### config.mk
export PLATFORM = sky130hd
export DESIGN_NAME = mc_control_fsm_flat
export DESIGN_NICKNAME = d
export VERILOG_FILES = /design/src/rtl/mc_control_if.sv /design/src/rtl/mc_control_fsm.sv /design/src/flat_wrapper.sv
export SDC_FILE = /design/constraint.sdc
export NUM_CORES = 1
export LEC_CHECK = 0
export BUFFER_PORTS_ARGS = -buffer_cell sky130_fd_sc_hd__buf_2
export CAP_MARGIN = 0
export CORE_MARGIN = 2
export CORE_UTILIZATION = 53
export CTS_BUF_LIST = sky130_fd_sc_hd__clkbuf_8 sky130_fd_sc_hd__clkbuf_16
export DETAILED_ROUTE_END_ITERATION = 12
export GPL_ROUTABILITY_DRIVEN = 0
export PLACE_DENSITY = 0.87
export SYNTH_ARGS = -nofsm -noshare
export SYNTH_HDL_FRONTEND = slang
export SYNTH_SLANG_ARGS = --single-unit
### constraint.sdc
create_clock -name clk -period 4.5 [get_ports clk]
set_input_delay 0.9 -clock clk [delete_from_list [all_inputs] [get_ports clk]]
set_output_delay 0.9 -clock clk [all_outputs]
set_load 0.05 [all_outputs]
### src/rtl/mc_control_if.sv
// Control bundle between the multicycle control FSM and the datapath.
// master: the FSM (samples op/mem_ready, drives control); slave: the datapath side.
interface mc_control_if;
  logic [6:0]  op;
  logic        mem_ready;
  logic        pc_update;
  logic        branch;
  logic        ir_write;
  logic        reg_write;
  logic        mem_write;
  logic        adr_src;
  logic [1:0]  result_src;
  logic [1:0]  alu_src_a;
  logic [1:0]  alu_src_b;
  logic [1:0]  alu_op;
  logic [1:0]  imm_src;
  logic [3:0]  state;
  logic        retire;
  logic        illegal;
  logic [15:0] retired_cnt;

  modport master (
    input  op, mem_ready,
    output pc_update, branch, ir_write, reg_write, mem_write, adr_src, result_src,
           alu_src_a, alu_src_b, alu_op, imm_src, state, retire, illegal, retired_cnt
  );

  modport slave (
    output op, mem_ready,
    input  pc_update, branch, ir_write, reg_write, mem_write, adr_src, result_src,
           alu_src_a, alu_src_b, alu_op, imm_src, state, retire, illegal, retired_cnt
  );
endinterface

### src/rtl/mc_control_fsm.sv
// Multicycle RISC-V style control FSM. Control outputs are registered Moore
// decodes of the state; only the memory handshake (mem_ready) and the opcode
// check in DECODE are gated combinationally on top of the registered flags.
module mc_control_fsm (
  input  logic         clk,
  input  logic         rst,
  mc_control_if.master bus_io
);

  typedef enum logic [3:0] {
    StFetch    = 4'd0,
    StDecode   = 4'd1,
    StMemAdr   = 4'd2,
    StMemRead  = 4'd3,
    StMemWb    = 4'd4,
    StMemWrite = 4'd5,
    StExecR    = 4'd6,
    StExecI    = 4'd7,
    StAluWb    = 4'd8,
    StBeq      = 4'd9
  } state_e;

  localparam logic [6:0] OpLoad   = 7'b0000011;
  localparam logic [6:0] OpStore  = 7'b0100011;
  localparam logic [6:0] OpRType  = 7'b0110011;
  localparam logic [6:0] OpIType  = 7'b0010011;
  localparam logic [6:0] OpBranch = 7'b1100011;

  // Registered per-state control flags.
  typedef struct packed {
    logic       fetch;       // pc_update/ir_write qualified by mem_ready
    logic       branch;
    logic       reg_write;
    logic       mem_write;
    logic       adr_src;
    logic [1:0] result_src;
    logic [1:0] alu_src_a;
    logic [1:0] alu_src_b;
    logic [1:0] alu_op;
    logic       retire;      // unconditional retire
    logic       retire_rdy;  // retire qualified by mem_ready
    logic       decode;      // illegal-opcode check enabled
  } ctrl_t;

  function automatic ctrl_t decode_state(state_e s);
    ctrl_t c;
    c = '0;
    case (s)
      StFetch: begin
        c.fetch      = 1'b1;
        c.alu_src_b  = 2'b10;
        c.result_src = 2'b10;
      end
      StDecode: begin
        c.decode    = 1'b1;
        c.alu_src_a = 2'b01;
        c.alu_src_b = 2'b01;
      end
      StMemAdr: begin
        c.alu_src_a = 2'b10;
        c.alu_src_b = 2'b01;
      end
      StMemRead: c.adr_src = 1'b1;
      StMemWb: begin
        c.result_src = 2'b01;
        c.reg_write  = 1'b1;
        c.retire     = 1'b1;
      end
      StMemWrite: begin
        c.adr_src    = 1'b1;
        c.mem_write  = 1'b1;
        c.retire_rdy = 1'b1;
      end
      StExecR: begin
        c.alu_src_a = 2'b10;
        c.alu_op    = 2'b10;
      end
      StExecI: begin
        c.alu_src_a = 2'b10;
        c.alu_src_b = 2'b01;
        c.alu_op    = 2'b10;
      end
      StAluWb: begin
        c.reg_write = 1'b1;
        c.retire    = 1'b1;
      end
      StBeq: begin
        c.alu_src_a = 2'b10;
        c.alu_op    = 2'b01;
        c.branch    = 1'b1;
        c.retire    = 1'b1;
      end
      default: ;
    endcase
    return c;
  endfunction

  state_e      state_q, state_d;
  ctrl_t       ctrl_q, ctrl_d;
  logic [15:0] retired_cnt_q;
  logic        op_legal;
  logic        retire;

  // Opcode classification used by DECODE.
  always_comb begin
    op_legal = 1'b0;
    case (bus_io.op)
      OpLoad, OpStore, OpRType, OpIType, OpBranch: op_legal = 1'b1;
      default:                                     op_legal = 1'b0;
    endcase
  end

  // Next-state logic; op is only consulted in DECODE and MEMADR.
  always_comb begin
    state_d = StFetch;
    case (state_q)
      StFetch:    state_d = bus_io.mem_ready ? StDecode : StFetch;
      StDecode: begin
        case (bus_io.op)
          OpLoad, OpStore: state_d = StMemAdr;
          OpRType:         state_d = StExecR;
          OpIType:         state_d = StExecI;
          OpBranch:        state_d = StBeq;
          default:         state_d = StFetch;
        endcase
      end
      StMemAdr:   state_d = (bus_io.op == OpLoad) ? StMemRead : StMemWrite;
      StMemRead:  state_d = bus_io.mem_ready ? StMemWb : StMemRead;
      StMemWb:    state_d = StFetch;
      StMemWrite: state_d = bus_io.mem_ready ? StFetch : StMemWrite;
      StExecR:    state_d = StAluWb;
      StExecI:    state_d = StAluWb;
      StAluWb:    state_d = StFetch;
      StBeq:      state_d = StFetch;
      default:    state_d = StFetch;  // unused encodings recover to FETCH
    endcase
  end

  // Control flags for the state being entered, registered alongside it.
  always_comb ctrl_d = decode_state(state_d);

  // State, registered controls and retire counter; reset overrides everything.
  always_ff @(posedge clk) begin
    if (rst) begin
      state_q       <= StFetch;
      ctrl_q        <= decode_state(StFetch);
      retired_cnt_q <= 16'h0000;
    end else begin
      state_q <= state_d;
      ctrl_q  <= ctrl_d;
      if (retire) retired_cnt_q <= retired_cnt_q + 16'd1;
    end
  end

  // Output drive, including the mem_ready and opcode qualified pulses.
  always_comb begin
    retire             = ctrl_q.retire | (ctrl_q.retire_rdy & bus_io.mem_ready);
    bus_io.retire      = retire;
    bus_io.illegal     = ctrl_q.decode & ~op_legal;
    bus_io.pc_update   = ctrl_q.fetch & bus_io.mem_ready;
    bus_io.ir_write    = ctrl_q.fetch & bus_io.mem_ready;
    bus_io.branch      = ctrl_q.branch;
    bus_io.reg_write   = ctrl_q.reg_write;
    bus_io.mem_write   = ctrl_q.mem_write;
    bus_io.adr_src     = ctrl_q.adr_src;
    bus_io.result_src  = ctrl_q.result_src;
    bus_io.alu_src_a   = ctrl_q.alu_src_a;
    bus_io.alu_src_b   = ctrl_q.alu_src_b;
    bus_io.alu_op      = ctrl_q.alu_op;
    bus_io.state       = state_q;
    bus_io.retired_cnt = retired_cnt_q;
    if (bus_io.op == OpStore)       bus_io.imm_src = 2'b01;
    else if (bus_io.op == OpBranch) bus_io.imm_src = 2'b10;
    else                            bus_io.imm_src = 2'b00;
  end

endmodule

### src/flat_wrapper.sv
// flat-port wrapper written by rule: the top's interface ports become plain ports
module mc_control_fsm_flat 
  (clk, rst, bus_io_op, bus_io_mem_ready, bus_io_pc_update, bus_io_branch, bus_io_ir_write, bus_io_reg_write, bus_io_mem_write, bus_io_adr_src, bus_io_result_src, bus_io_alu_src_a, bus_io_alu_src_b, bus_io_alu_op, bus_io_imm_src, bus_io_state, bus_io_retire, bus_io_illegal, bus_io_retired_cnt);
  mc_control_if bus_io_i ();
  input  logic clk;
  input  logic rst;
  input wire logic [$bits(bus_io_i.op)-1:0] bus_io_op;
  input wire logic [$bits(bus_io_i.mem_ready)-1:0] bus_io_mem_ready;
  output wire logic [$bits(bus_io_i.pc_update)-1:0] bus_io_pc_update;
  output wire logic [$bits(bus_io_i.branch)-1:0] bus_io_branch;
  output wire logic [$bits(bus_io_i.ir_write)-1:0] bus_io_ir_write;
  output wire logic [$bits(bus_io_i.reg_write)-1:0] bus_io_reg_write;
  output wire logic [$bits(bus_io_i.mem_write)-1:0] bus_io_mem_write;
  output wire logic [$bits(bus_io_i.adr_src)-1:0] bus_io_adr_src;
  output wire logic [$bits(bus_io_i.result_src)-1:0] bus_io_result_src;
  output wire logic [$bits(bus_io_i.alu_src_a)-1:0] bus_io_alu_src_a;
  output wire logic [$bits(bus_io_i.alu_src_b)-1:0] bus_io_alu_src_b;
  output wire logic [$bits(bus_io_i.alu_op)-1:0] bus_io_alu_op;
  output wire logic [$bits(bus_io_i.imm_src)-1:0] bus_io_imm_src;
  output wire logic [$bits(bus_io_i.state)-1:0] bus_io_state;
  output wire logic [$bits(bus_io_i.retire)-1:0] bus_io_retire;
  output wire logic [$bits(bus_io_i.illegal)-1:0] bus_io_illegal;
  output wire logic [$bits(bus_io_i.retired_cnt)-1:0] bus_io_retired_cnt;
  assign bus_io_i.op = bus_io_op;
  assign bus_io_i.mem_ready = bus_io_mem_ready;
  assign bus_io_pc_update = bus_io_i.pc_update;
  assign bus_io_branch = bus_io_i.branch;
  assign bus_io_ir_write = bus_io_i.ir_write;
  assign bus_io_reg_write = bus_io_i.reg_write;
  assign bus_io_mem_write = bus_io_i.mem_write;
  assign bus_io_adr_src = bus_io_i.adr_src;
  assign bus_io_result_src = bus_io_i.result_src;
  assign bus_io_alu_src_a = bus_io_i.alu_src_a;
  assign bus_io_alu_src_b = bus_io_i.alu_src_b;
  assign bus_io_alu_op = bus_io_i.alu_op;
  assign bus_io_imm_src = bus_io_i.imm_src;
  assign bus_io_state = bus_io_i.state;
  assign bus_io_retire = bus_io_i.retire;
  assign bus_io_illegal = bus_io_i.illegal;
  assign bus_io_retired_cnt = bus_io_i.retired_cnt;
  mc_control_fsm u_core (.clk(clk), .rst(rst), .bus_io(bus_io_i));
endmodule
# Word-level counts from Yosys, hierarchy flattened
# Index checks and enable logic that the tools add are counted.
# classes
addsub	1
n_mul	0
div	0
order_cmp	0
eq_ne	20
n_shift	0
mux	20
n_bitwise	5
reduce_logical	11
# ops
op	n
$eq A4 B3 Y1 const B	7
$pmux W4 S6	1
$add A16 B1 Y16 const B	1
$eq A4 B2 Y1 const B	4
$pmux W2 S2	4
$pmux W4 S4	1
$eq A7 B6 Y1 const B	2
$reduce_or A2 Y1	5
$mux W1	9
$mux W3	3
$eq A4 B1 Y1 const B	2
$eq A4 B4 Y1 const B	2
$logic_not A4 Y1	2
$eq A7 B2 Y1 const B	1
$eq A7 B5 Y1 const B	1
$eq A7 B7 Y1 const B	1
$reduce_or A3 Y1	2
$reduce_or A5 Y1	1
$mux W2	2
$reduce_or A4 Y1	1
$and A1 B1 Y1	3
$not A1 Y1	1
$or A1 B1 Y1	1
# word_totals
regBits	35
latch_bits	0
ramBits	0
mem_bits_ro	0
out_inout_bits	38
elab_cells	70
memories	0

# Longest topological paths before layout
# depth
word_depth	7
mapped_depth	6

# Least setup slack after synthesis
# No wires, ideal clock.
# synth_timing
path_kind	input -> output
from	input bus_io_op[2]
to	output bus_io_illegal
arrival_time_ns	2.286
t_required_ns	3.600
slack_ns	1.314
cell_stages	2
path_buffers	0
path_cell_list	and4bb_2 > a21boi_0
# synth_between
elab_chain_len	5
elab_cells_between_ends	9
classes_between	5 x eq/ne; 1 x mux; 2 x bitwise; 1 x reduce/logical
# synth_rtl
item	line	rtl
start, declared	flat_wrapper.sv:7	input wire logic [$bits(bus_io_i.op)-1:0] bus_io_op;
$eq A7 B6 Y1, or another cell as far along	mc_control_fsm.sv:107	case (bus_io.op)
$reduce_or A5 Y1 (*)	mc_control_fsm.sv:107	
$mux W1 (*)	mc_control_fsm.sv:107	
$not A1 Y1 (*)	mc_control_fsm.sv:159	bus_io.illegal = ctrl_q.decode & ~op_legal;
$and A1 B1 Y1 (*)	mc_control_fsm.sv:159	
end, declared	flat_wrapper.sv:22	output wire logic [$bits(bus_io_i.illegal)-1:0] bus_io_illegal;
# Mark *: on every way between the ends. The rest lies on a longest branch, timed or not.

# Worst setup path after layout
# layout_timing
from	input bus_io_op[2]
to	output bus_io_imm_src[1]
# layout_between
elab_chain_len	3
elab_cells_between_ends	4
classes_between	2 x eq/ne; 2 x mux
# layout_rtl
item	line	rtl
$eq A7 B7 Y1	mc_control_fsm.sv:173	else if (bus_io.op == OpBranch) bus_io.imm_src = 2'b10;
$mux W2	mc_control_fsm.sv:173	
$mux W2 (*)	mc_control_fsm.sv:172	if (bus_io.op == OpStore) bus_io.imm_src = 2'b01;
end, declared	flat_wrapper.sv:19	output wire logic [$bits(bus_io_i.imm_src)-1:0] bus_io_imm_src;
# Marks and branches as above.

==> impl_metrics.env <==
export IMPL_status="finished, final reports clean"
export IMPL_htreeDepth=2
export IMPL_ios=48
export IMPL_clock_sinks=32
export IMPL_reg2reg_depth=5
export IMPL_crit_type="in2out"
export IMPL_path_max_fanout=6
export IMPL_synth_most_common_cell="dfxtp_1"
export IMPL_synth_edf_count=0
export IMPL_setup_slack_ns=1.860
export IMPL_drive_above_1_share_pct=31.88
export IMPL_crit_top_cell="buf_2"
export IMPL_setup_tns_ns=0
export IMPL_worstHoldStart="u_core.bus_io.retired_cnt[9]"
export IMPL_routed_wl_mm=2.863
export IMPL_row_count=19
export IMPL_dpl_cell_area_sq_um=1673
export IMPL_p_leak_nw=0.7971
export IMPL_synth_cells=166
export IMPL_timing_critical_path_buf_inv=2
export IMPL_dieWidth_um=57.36
export IMPL_viasPerCell=5.592
export IMPL_grt_pass1_vias=1089
export IMPL_drt_wirelength_per_cell_um=12.03
export IMPL_fin_worst_skew_ns=0.003682
export IMPL_syn_cell_area_sq_um=1509
export IMPL_area_delta_synth_final_pct=17.00
export IMPL_dpl_hpwl_mm=2.040
export IMPL_regToRegSetupSlack_ns=2.55
export IMPL_drtPass1Iterations=4
export IMPL_drtIter0Drc=23
export IMPL_whs_endpoint="u_core.bus_io.retired_cnt[9]"
export IMPL_critPathLaunchType="primary input"
export IMPL_ys_types=48
export IMPL_post_place_ws_ns=1.858
export IMPL_tightest_slew_ns=0.6393
export IMPL_synth_fp_nets=177
export IMPL_setup_viol_count_final=0
export IMPL_final_area_sq_um=1765
export IMPL_slowest_stage="and4bb_2"
export IMPL_hold_viol=0
export IMPL_cpPeakStageDelay_ns=0.35
export IMPL_end_kind="output port"
export IMPL_grt_max_degree=28
export IMPL_path_cells="buf_2 > and4bb_2 > and2_1 > buf_2"
export IMPL_vias=1331
export IMPL_cts_tree="built"
export IMPL_cts_hold_buf=0
export IMPL_fin_nets=217
export IMPL_antenna_cells=0
export IMPL_die_h_um=57.36
export IMPL_utilization_pct=64.58
export IMPL_worstHoldPathType="reg2reg"
export IMPL_fin_crit_ns=2.640
export IMPL_period_share_pct=58.67
export IMPL_synth_seq_cells=32
export IMPL_cts_setup_buffers=0
export IMPL_port_buffers=47
export IMPL_hold_ws_ns=0.5246
export IMPL_required_ns=3.60
export IMPL_cts_root_buffer="clkbuf_8"
export IMPL_grt_first_pass_wirelength_mm=4.795
export IMPL_cp_depth=4
export IMPL_final_max_slew_viol_count=0
export IMPL_r2r_start="u_core.bus_io.state[0]"
export IMPL_min_path_cells=2
export IMPL_track_usage_pct=18.73
export IMPL_yosysWarnings=0
export IMPL_cts_buffer_depth=2
export IMPL_synth_main_ff_cell="dfxtp_1"
export IMPL_cpLargestDelayFamily="simple AND/OR/NAND/NOR gates"
export IMPL_max_freq_mhz=378.8
export IMPL_synth_commonest_cells="dfxtp_1, nor2_1, buf_4, nand2_1"
export IMPL_drt_antenna_violating_nets=0
export IMPL_path_clk_slew_ns=0.06
export IMPL_r2r_end="u_core.bus_io.alu_src_b[0]"
export IMPL_numCtsBuffers=5
export IMPL_cap_violations=0
export IMPL_peakVddDrop_uv=274.0
export IMPL_cts_resized=0
export IMPL_clk_latency_ns=0.28
export IMPL_synth_top_cell_by_area="dfxtp_1"
export IMPL_rsz0062_at_grt="no"
export IMPL_drc=0
export IMPL_relSlewSlack_pct=57.38
export IMPL_async_reset_ff_share_pct=0
export IMPL_worstPathArrival_ns=1.74
export IMPL_yosysSeqAreaShare_pct=42.45
export IMPL_avgSynthCellArea_sq_um=9.090
export IMPL_synth_area_leaders="dfxtp_1, nor2_1, buf_4"
export IMPL_grt_overflow_total=0
export IMPL_core_area_sq_um=2734
export IMPL_power_density_nw_per_um2=314.9
export IMPL_start_util_pct=55.19
export IMPL_antenna_found_initial=0
export IMPL_dieArea_sq_um=3290
export IMPL_synth_top_area_share_pct=42.45
-- cells by family after synthesis --
family	after synthesis	synth area share (%)
DFF	32	42.45
adders and majority gates	1	0.8291
xor gates and xnor gates	12	6.965
buffers and inverters	15	7.544
AOI/OAI and AO/OA	21	9.039
and+or+nand+nor	84	32.50
muxes	1	0.6634
-- cell usage in the layout, fill, tap and decap left out, types with 2 or more instances in the layout --
cell type and n:
buf_2 47, dfxtp_1 32, nor2_1 22, nand2_1 9
nand3_1 7, xnor2_1 7, a21oi_1 6, clkbuf_8 6
nand4_1 5, xor2_1 5, nor3_1 4, o21ai_0 4
nor4_1 4, and2_1 3, or3_1 3, nor2b_1 3
nand2b_1 2, a21boi_0 2, and3b_2 2, and2b_2 2
nor3b_1 2, nor4b_1 2, and3_2 2, nand3b_1 2
and3_1 2, o21bai_1 2, clkinv_2 2
-- sequential cells by signal, indices dropped and copies added (netlist names), 2 cells and up --
name / cells
u_core.bus_io.retired_cnt: 16
u_core.ctrl_q: 3
u_core.bus_io.state: 4
u_core.bus_io.result_src: 2
-- worst max-delay path by stage --
stage | from | to | slack [ns]
2_1_floorplan | bus_io_op[2] | bus_io_illegal | 1.31
3_3_place_gp | bus_io_op[2] | bus_io_imm_src[1] | 1.88
3_5_place_dp | bus_io_op[2] | bus_io_imm_src[1] | 1.86
4_1_cts | bus_io_op[2] | bus_io_imm_src[1] | 1.86
5_1_grt | bus_io_op[2] | bus_io_imm_src[1] | 1.83
6_report | bus_io_op[2] | bus_io_imm_src[1] | 1.86
-- where the power goes --
group | internal (mW) | leakage, nW | total [mW] | switching (mW)
Combinational | 0.0143 | 0.487 | 0.0475 | 0.0332
Sequential | 0.286 | 0.259 | 0.288 | 0.00183
Clock | 0.122 | 0.0510 | 0.220 | 0.0986
Total | 0.422 | 0.797 | 0.556 | 0.134
-- per-layer routing --
layer / routed length, um / vias to the layer above / global-route usage (%)
li1: - / 662 / -
met2: 1295 / 41 / 28.57
met4: 34 / 0 / 6.977
met3: 198 / 4 / 7.256
met1: 1334 / 624 / 24.03
met5: 0 / - / 0
-- area by class of cell --
cell class                      instances  area (sq um)
Timing Repair Buffer                   47         235.2
Sequential cell                        32         640.6
Tap cell                               31         38.79
Inverter                                1         3.754
Fill cell                             224         968.4
Multi-Input combinational cell        119         754.5
Clock buffer                            6         82.58
Clock inverter                          2         10.01
-- per-stage QoR --
stage / instances / power (mW)
5_1_grt: 238 / 0.5770
6_report: 238 / 0.5560
4_1_cts: 238 / 0.5609
3_3_place_gp: 230 / 0.3415
2_1_floorplan: 166 / 0.3338
3_5_place_dp: 230 / 0.3423
-- tightest hold or removal path: stages (launching register included) --
cell,delay (ns)
dfxtp_1,0.33
o21ai_0,0.08
a21oi_1,0.06
Power figures use the tool's default switching activity.
